## src/rtl/axis_mux_n_1_pkt_if.sv

```systemverilog
// Stream bundle for the packet-locked N:1 mux: NUM_CH slave channels in, one master stream out.
// The slave modport is the mux view. The master modport is the view of the upstream sources plus the downstream sink.
interface axis_mux_n_1_pkt_if #(
    parameter int DW     = 8,
    parameter int NUM_CH = 4,
    parameter int SELW   = $clog2(NUM_CH)
);
    logic [NUM_CH*DW-1:0] s_tdata;
    logic [NUM_CH-1:0]    s_tvalid;
    logic [NUM_CH-1:0]    s_tlast;
    logic [NUM_CH-1:0]    s_tready;
    logic [DW-1:0]        m_tdata;
    logic                 m_tvalid;
    logic                 m_tlast;
    logic [SELW-1:0]      m_tsrc;
    logic                 m_tready;

    modport slave (
        input  s_tdata, s_tvalid, s_tlast, m_tready,
        output s_tready, m_tdata, m_tvalid, m_tlast, m_tsrc
    );

    modport master (
        output s_tdata, s_tvalid, s_tlast, m_tready,
        input  s_tready, m_tdata, m_tvalid, m_tlast, m_tsrc
    );
endinterface

```

## src/rtl/axis_mux_n_1_pkt.sv

```systemverilog
// N:1 AXI-Stream mux that locks one source for a whole packet (fixed select or round-robin).
// The output is registered through a 2-entry skid buffer so back-pressure costs no throughput.
module axis_mux_n_1_pkt #(
    parameter int DW       = 8,
    parameter int NUM_CH   = 4,
    parameter int ARB_MODE = 0,
    parameter int SELW     = $clog2(NUM_CH)
) (
    input  logic                     clk,
    input  logic                     rst,
    input  logic [SELW-1:0]          sel,
    axis_mux_n_1_pkt_if.slave        axis,
    output logic                     busy
);
    localparam int unsigned NCH_U = NUM_CH;

    typedef enum logic {IDLE, LOCK} state_t;

    state_t          state, state_d;
    logic [SELW-1:0] grant, grant_d;
    logic [SELW-1:0] rr_last, rr_last_d;

    logic            out_valid, out_last;
    logic [DW-1:0]   out_data;
    logic [SELW-1:0] out_src;
    logic            skid_valid, skid_last;
    logic [DW-1:0]   skid_data;
    logic [SELW-1:0] skid_src;

    logic            accept;
    logic            in_last;
    logic [DW-1:0]   in_data;

    assign in_data = axis.s_tdata[int'(grant)*DW +: DW];
    assign in_last = axis.s_tlast[grant];
    // Ready depends only on registered state. Holding it low while the skid is full keeps the buffer from overflowing.
    assign accept  = (state == LOCK) && axis.s_tvalid[grant] && !skid_valid;

    always_comb begin
        axis.s_tready = '0;
        if (state == LOCK && !skid_valid) begin
            axis.s_tready[grant] = 1'b1;
        end
    end

    always_ff @(posedge clk or negedge rst) begin
        if (!rst) begin
            state   <= IDLE;
            grant   <= '0;
            rr_last <= SELW'(NUM_CH - 1);
        end else begin
            state   <= state_d;
            grant   <= grant_d;
            rr_last <= rr_last_d;
        end
    end

    always_comb begin
        int unsigned idx;
        logic        found;
        state_d   = state;
        grant_d   = grant;
        rr_last_d = rr_last;
        idx       = 0;
        found     = 1'b0;
        unique case (state)
            IDLE: begin
                if (ARB_MODE == 0) begin
                    // An out-of-range sel matches no channel and is treated as no request.
                    for (int unsigned i = 0; i < NCH_U; i++) begin
                        if (sel == SELW'(i) && axis.s_tvalid[SELW'(i)]) begin
                            grant_d = SELW'(i);
                            state_d = LOCK;
                        end
                    end
                end else begin
                    for (int unsigned k = 1; k <= NCH_U; k++) begin
                        idx = (32'(rr_last) + k) % NCH_U;
                        if (!found && axis.s_tvalid[SELW'(idx)]) begin
                            found   = 1'b1;
                            grant_d = SELW'(idx);
                            state_d = LOCK;
                        end
                    end
                end
            end
            LOCK: begin
                if (accept && in_last) begin
                    state_d   = IDLE;
                    rr_last_d = grant;
                end
            end
            default: state_d = IDLE;
        endcase
    end

    always_ff @(posedge clk or negedge rst) begin
        if (!rst) begin
            out_valid  <= 1'b0;
            out_last   <= 1'b0;
            out_data   <= '0;
            out_src    <= '0;
            skid_valid <= 1'b0;
            skid_last  <= 1'b0;
            skid_data  <= '0;
            skid_src   <= '0;
        end else if (accept) begin
            // The skid is always empty on accept. A beat lands in the out reg unless that reg is stalled.
            if (!out_valid || axis.m_tready) begin
                out_valid <= 1'b1;
                out_data  <= in_data;
                out_last  <= in_last;
                out_src   <= grant;
            end else begin
                skid_valid <= 1'b1;
                skid_data  <= in_data;
                skid_last  <= in_last;
                skid_src   <= grant;
            end
        end else if (out_valid && axis.m_tready) begin
            if (skid_valid) begin
                out_data   <= skid_data;
                out_last   <= skid_last;
                out_src    <= skid_src;
                skid_valid <= 1'b0;
            end else begin
                out_valid <= 1'b0;
            end
        end
    end

    assign axis.m_tvalid = out_valid;
    assign axis.m_tdata  = out_data;
    assign axis.m_tlast  = out_last;
    assign axis.m_tsrc   = out_src;
    assign busy          = (state == LOCK);
endmodule

```

## src/flat_wrapper.sv

```systemverilog
// flat-port wrapper written by rule: the top's interface ports become plain ports
module axis_mux_n_1_pkt_flat 
#(
    parameter int DW       = 8,
    parameter int NUM_CH   = 4,
    parameter int ARB_MODE = 0,
    parameter int SELW     = $clog2(NUM_CH)
)
  (clk, rst, sel, busy, axis_s_tdata, axis_s_tvalid, axis_s_tlast, axis_m_tready, axis_s_tready, axis_m_tdata, axis_m_tvalid, axis_m_tlast, axis_m_tsrc);
  axis_mux_n_1_pkt_if #(.DW(DW), .NUM_CH(NUM_CH), .SELW(SELW)) axis_i ();
  input  logic clk;
  input  logic rst;
  input  logic [SELW-1:0] sel;
  output logic busy;
  input wire logic [$bits(axis_i.s_tdata)-1:0] axis_s_tdata;
  input wire logic [$bits(axis_i.s_tvalid)-1:0] axis_s_tvalid;
  input wire logic [$bits(axis_i.s_tlast)-1:0] axis_s_tlast;
  input wire logic [$bits(axis_i.m_tready)-1:0] axis_m_tready;
  output wire logic [$bits(axis_i.s_tready)-1:0] axis_s_tready;
  output wire logic [$bits(axis_i.m_tdata)-1:0] axis_m_tdata;
  output wire logic [$bits(axis_i.m_tvalid)-1:0] axis_m_tvalid;
  output wire logic [$bits(axis_i.m_tlast)-1:0] axis_m_tlast;
  output wire logic [$bits(axis_i.m_tsrc)-1:0] axis_m_tsrc;
  assign axis_i.s_tdata = axis_s_tdata;
  assign axis_i.s_tvalid = axis_s_tvalid;
  assign axis_i.s_tlast = axis_s_tlast;
  assign axis_i.m_tready = axis_m_tready;
  assign axis_s_tready = axis_i.s_tready;
  assign axis_m_tdata = axis_i.m_tdata;
  assign axis_m_tvalid = axis_i.m_tvalid;
  assign axis_m_tlast = axis_i.m_tlast;
  assign axis_m_tsrc = axis_i.m_tsrc;
  axis_mux_n_1_pkt #(.DW(DW), .NUM_CH(NUM_CH), .ARB_MODE(ARB_MODE), .SELW(SELW)) u_core (.clk(clk), .rst(rst), .sel(sel), .axis(axis_i), .busy(busy));
endmodule
```

## config.mk

```make
export PLATFORM = sky130hd
export DESIGN_NAME = axis_mux_n_1_pkt_flat
export DESIGN_NICKNAME = d
export VERILOG_FILES = /design/src/rtl/axis_mux_n_1_pkt_if.sv /design/src/rtl/axis_mux_n_1_pkt.sv /design/src/flat_wrapper.sv
export SDC_FILE = /design/constraint.sdc
export NUM_CORES = 1
export LEC_CHECK = 0
export ABC_AREA = 1
export CAP_MARGIN = 10
export CORE_MARGIN = 4
export CORE_UTILIZATION = 35
export CTS_CLUSTER_SIZE = 8
export DETAILED_ROUTE_END_ITERATION = 8
export DONT_BUFFER_PORTS = 1
export PLACE_DENSITY = 0.58
export SYNTH_ARGS = -nofsm -noshare
export SYNTH_HDL_FRONTEND = slang
export SYNTH_SLANG_ARGS = --single-unit
```

## constraint.sdc

```tcl
create_clock -name clk -period 2.5 [get_ports clk]
set_clock_uncertainty 0.2 [all_clocks]
set_input_delay 0.5 -clock clk [delete_from_list [all_inputs] [get_ports clk]]
set_output_delay 0.5 -clock clk [all_outputs]
set_load 0.1 [all_outputs]
```

==> metrics.txt, run 1 <==
status complete, no violations; Cell variety after synth 16; first drt pass iteration count 4; flops & latches, synth 27; setup repair bufs after CTS 0; VDD IR-drop max roughly 0.49 mV; P_leak between 1 and 1.5 nW; most numerous cell in the Yosys netlist nand2_1; max_cap viols 0; post-route worst setup slack 0.274 ns; I/O pins 62; Critical Path Fanout Max 4; # setup viols final 0; CTS Hold Bufs 2; crit path kind reg -> out; Avg WL per Cell 12.4 um; Final Hold Fails 0; startpoint types flop; worst skew pair latency roughly 0.28 ns; post-synthesis sequential area ratio 0.405; most frequent cells after synthesis nand2_1 (179), dfrtp_1 (27), nand3_1 (17), buf_2 (9), nand4_1 (9); port bufs 0; Final nets 328; CP Data Arrival Time 1.53 ns; CTS tree built; Ys Warns 0; syn_nets 313; Final Util 0.451; first-pass GRT wire length between 7 and 8 mm; Post-Syn Area 1670 sq um; full die area about 5900 sq um; clock buffer depth 2; Fmax 0.449 GHz; FFs w/ async S/R, synth 1.00; Rel. slew slack 0.622; Area growth syn-to-layout 21.1%; ratio of cells with drive above 1 in the final layout 0.142; cell taking the most area after synthesis dfrtp_1; largest net degree at the start of global routing 28; n_diodes 0; Vias per Instance 4.91; die width 77.0 um; Site Rows 24; DP HPWL roughly 3.3 mm; final WL 4.15 mm; Die Y 77.0 um; clock root buffer master clkbuf_8; Starting Density 0.373; Area contributors post-synth dfrtp_1 (41%), nand2_1 (40%), nand3_1 (5.1%), nand4_1 (3.4%), buf_2 (2.7%); fin. max-slew vios 0; Post-synth top flop dfrtp_1; Post-synth EDFFs 0; Antenna Nets Post-Route 0; number of global-route vias before repair 1580; Worst Setup End Kind output port; CTS buffer count 3; Mean Syn Cell Area 6.22 sq um; Max H-tree Level 1; cell count after synthesis roughly 270; share of the synthesized area in the top cell type 0.405; grt ovf 0; Min-Delay Path Class in -> reg; clk sinks 27; RSZ-0062 raised after global routing no; pre-CTS setup slack 0.353 ns; Critical Path RT approximately 1.8 ns; Initial DRC Count 94; Worst Max-Slew Pin Slew roughly 0.57 ns; DRC Markers 0; RD Place Congestion 0.783; Tcrit/Tclk final 0.891; GR Util All Layers 0.147; post_cts resized 0; CTS clock-pin slew for the worst setup and hold paths 0.10 ns; P per Cell Area 1630 nW/um^2; via count 1640; initial antenna violation count 0; Core Area 4470 sq um; final worst path period need 2.23 ns
-- report_power, final --
group	switching (mW)	internal, mW
Combinational	1.70	0.604
Sequential	0.112	0.619
Clock	0.141	0.113
-- metal layers --
| layer | global-route usage | part of all wire | wire length (um) | vias up |
|---|---|---|---|---|
| met5 | 0 | 0 | 0 | - |
| met4 | 0.0160 | 0.0029 | 12 | 0 |
| met3 | 0.0398 | 0.064 | 266 | 2 |
| met2 | 0.260 | 0.53 | 2190 | 36 |
| met1 | 0.184 | 0.41 | 1680 | 743 |
| li1 | - | - | - | 859 |
-- placed cells by master (no fill, tap or decap), drive strengths merged --
cell type / instances
nand2: 181
clkbuf: 3
dfrtp: 27
nand3: 17
clkinvlp: 2
o21a: 1
nor2: 2
a21oi: 1
o21ai: 3
nand4: 9
nor3: 4
inv: 7
dlygate4sd3: 1
buf: 24
-- cells by family (layout without fill, tap and decap cells) --
group,count (synthesis),in the layout,synth area share
AOI/OAI and AO/OA,5,5,0.0188
buffers and inverters,23,37,0.0630
and+or+nand+nor,213,213,0.513
DFF,27,27,0.405
-- worst max-delay path, stage by stage, from the launching register on --
cell        delay [ns]
dfrtp_4           0.43
inv_4             0.05
nor2_4            0.12
clkinvlp_4        0.20
nor3_4            0.26
buf_12            0.20
-- metrics by stage --
| step | instances | hold WS (ns) | total power [mW] | setup TNS, ns | area [sq um] |
|---|---|---|---|---|---|
| finish | 334 | 0.194 | 3.29 | 0 | 2020 |
| global route | 334 | 0.190 | 3.59 | 0 | 2020 |
| global placement | 328 | 0.00507 | 3.04 | 0 | 1940 |
| floorplan | 268 | 0.00441 | 2.59 | -0.585 | 1730 |
| CTS | 334 | 0.188 | 3.33 | 0 | 2020 |
| detailed placement | 328 | 0.00508 | 3.06 | 0 | 1940 |
-- state kept, by name (all words and copies together) (netlist names) --
name                  flops
u_core.axis.m_tdata       8
u_core.axis.m_tlast       1
u_core.axis.m_tsrc        2
u_core.axis.m_tvalid      1
u_core.busy               1
u_core.grant              2
u_core.skid_data          8
u_core.skid_last          1
u_core.skid_src           2
u_core.skid_valid         1
-- cell type report --
class,count,area (sq um)
inverters,8,36.3
flip-flops and latches,27,679
clock inverters,1,7.51
repair buffers,25,253
well taps,52,65.1
clock buffers,3,41.3
multi-input cells,218,937
fillers,477,2450
-- worst paths after layout --
kind,startpoint,endpoint,slack (ns),cells past startpoint
worst max-delay path,u_core.busy,axis_s_tready[0],0.27,5
worst min-delay path,axis_m_tready,u_core.skid_valid,0.19,3
worst max register to register,u_core.grant[0],u_core.axis.m_tdata[3],0.36,9
worst min register to register,u_core.skid_data[1],u_core.skid_data[1],0.29,2
max in group asynchronous,rst,u_core.busy,1.47,2
min in group asynchronous,rst,u_core.skid_src[0],0.44,2
No activity file was read; power rests on OpenSTA's default activity.
==> run 2, diff against run 1 <==
Settings changed: CELL_PAD_IN_SITES_DETAIL_PLACEMENT set to 0, CELL_PAD_IN_SITES_GLOBAL_PLACEMENT set to 2, CORE_UTILIZATION 35 to 33, PLACE_DENSITY 0.58 to 0.91.
==> run 2 against run 1 <==
  * Global-route usage increased by 0.12 points
  * Sequential power shrank 2%
  * Die area increased by 5.4%
  * Clock power hardly changed
  * Cell count up 5.1%
  * Total power is 1.1% higher
  * Setup slack got worse by 0.025 ns
  * Critical endpoint unchanged
  * Largest power group unchanged
==> metrics.txt, run 2 (synthesized netlist as in run 1, its figures left out) <==
Starting Density 0.346; P_leak 1.17 nW; Die Y 79.1 um; Final Util 0.425; Area growth syn-to-layout 22.9%; Post-Layout Cell Count 351; DRC Markers 0; initial antenna violation count 0; Pwr Total around 3.3 mW; DR WL met3 249 um; ratio of cells with drive above 1 in the final layout 0.144; final instance area roughly 2000 sq um; most frequent cells in the layout nand2_1 (179), dfrtp_1 (26), buf_4 (21); startpoint types flop; clock buffer depth 2; CTS tree built; Avg WL per Cell 12.4 um; crit path kind reg -> out; Placed Instance Area 1970 sq um; setup repair bufs after CTS 0; via count ~1600; met1 WL 1.93 mm; CTS clock-pin slew for the worst setup and hold paths 0.09 ns; Site Rows 25; CTS Hold Bufs 2; grt ovf 0; P per Cell Area 1620 nW/um^2; Worst Max-Slew Pin Slew 0.508 ns; status complete, no violations; Vias per Instance 4.69; RD Place Congestion about 0.80; Antenna Nets Post-Route 0; VDD IR-drop max 0.440 mV; Final Hold Fails 0; most common library cell in the layout ignoring fill and taps nand2_1; CTS buffer count 3; GR Util All Layers 0.148; # setup viols final 0; clk sinks 27; first drt pass iteration count 4; Min-Delay Path Class in -> reg; RSZ-0062 raised after global routing no; clock root buffer master clkbuf_8; port bufs 0; Max H-tree Level 1; Critical Path Fanout Max 4; Critical Path RT 1.80 ns; full die area 6260 sq um; n_diodes 0; Placed Cells 345; post_cts resized 0; CP Data Arrival Time 1.55 ns; Final nets 330; I/O pins 62; final worst path period need 2.25 ns; max_cap viols 0; Initial DRC Count 132; number of global-route vias before repair 1603; fin. max-slew vios 0; largest net degree at the start of global routing 28; final WL between 4 and 5 mm; first-pass GRT wire length roughly 7.5 mm; Worst Setup End Kind output port; die width slightly below 80 um; Core Area between 4000 and 5000 sq um; Rel. slew slack 0.660; worst skew pair latency about 0.27 ns; Tcrit/Tclk final 0.901; DP HPWL around 3.4 mm; met2 WL 2.14 mm; Fmax approximately 0.44 GHz; worst hold margin 0.192 ns; Top Metal Used met4
[run 2: changes by cell type in the layout (fill, tap and decap cells not counted)]
| cell | change |
|---|---|
| clkinvlp_4 | -1 |
| clkbuf_1 | +1 |
| buf_4 | +2 |
[run 2: layer usage]
metal	global-route usage	vias to the layer above
li1	-	869
met5	0	-
met3	0.0420	7
met1	0.183	736
met2	0.257	34
met4	0.0309	0
[run 2: path summary, 6_finish.rpt]
check                               startpoint                     end  slack, ns  cells after the start
min in group asynchronous                  rst  u_core.axis.m_tdata[6]       0.44                      2
setup reg to reg               u_core.grant[0]      u_core.skid_src[1]       0.44                      8
hold / removal                   axis_m_tready       u_core.skid_valid       0.19                      3
max in group asynchronous                  rst             u_core.busy       1.48                      2
hold reg to reg            u_core.skid_data[7]     u_core.skid_data[7]       0.29                      2
setup / recovery                   u_core.busy        axis_s_tready[0]       0.25                      5
[run 2: stage by stage]
stage	setup TNS, ns	setup slack [ns]
3_3_place_gp	0	0.531
2_1_floorplan	-0.585	-0.194
3_5_place_dp	0	0.437
4_1_cts	0	0.232
5_1_grt	0	0.169
6_report	0	0.248
[run 2: cell type report]
type,count,area (sq um)
Clock buffer,4,45.0
Timing Repair Buffer,27,268
Inverter,8,36.3
Sequential cell,27,679
Fill cell,541,2770
Multi-Input combinational cell,218,937
Tap cell,67,83.8
[run 2: critical path, cell delays in order, from the launching register on]
cell	delay [ns]
dfrtp_4	0.43
inv_4	0.04
nor2_4	0.13
clkinvlp_4	0.21
nor3_4	0.26
buf_12	0.20
[run 2: report_power, final]
part           switching [mW]  total (mW)  internal [mW]
clock network           0.140       0.255          0.114
registers              0.0997       0.719          0.619
logic                    1.73        2.36          0.628
total                    1.97        3.33           1.36
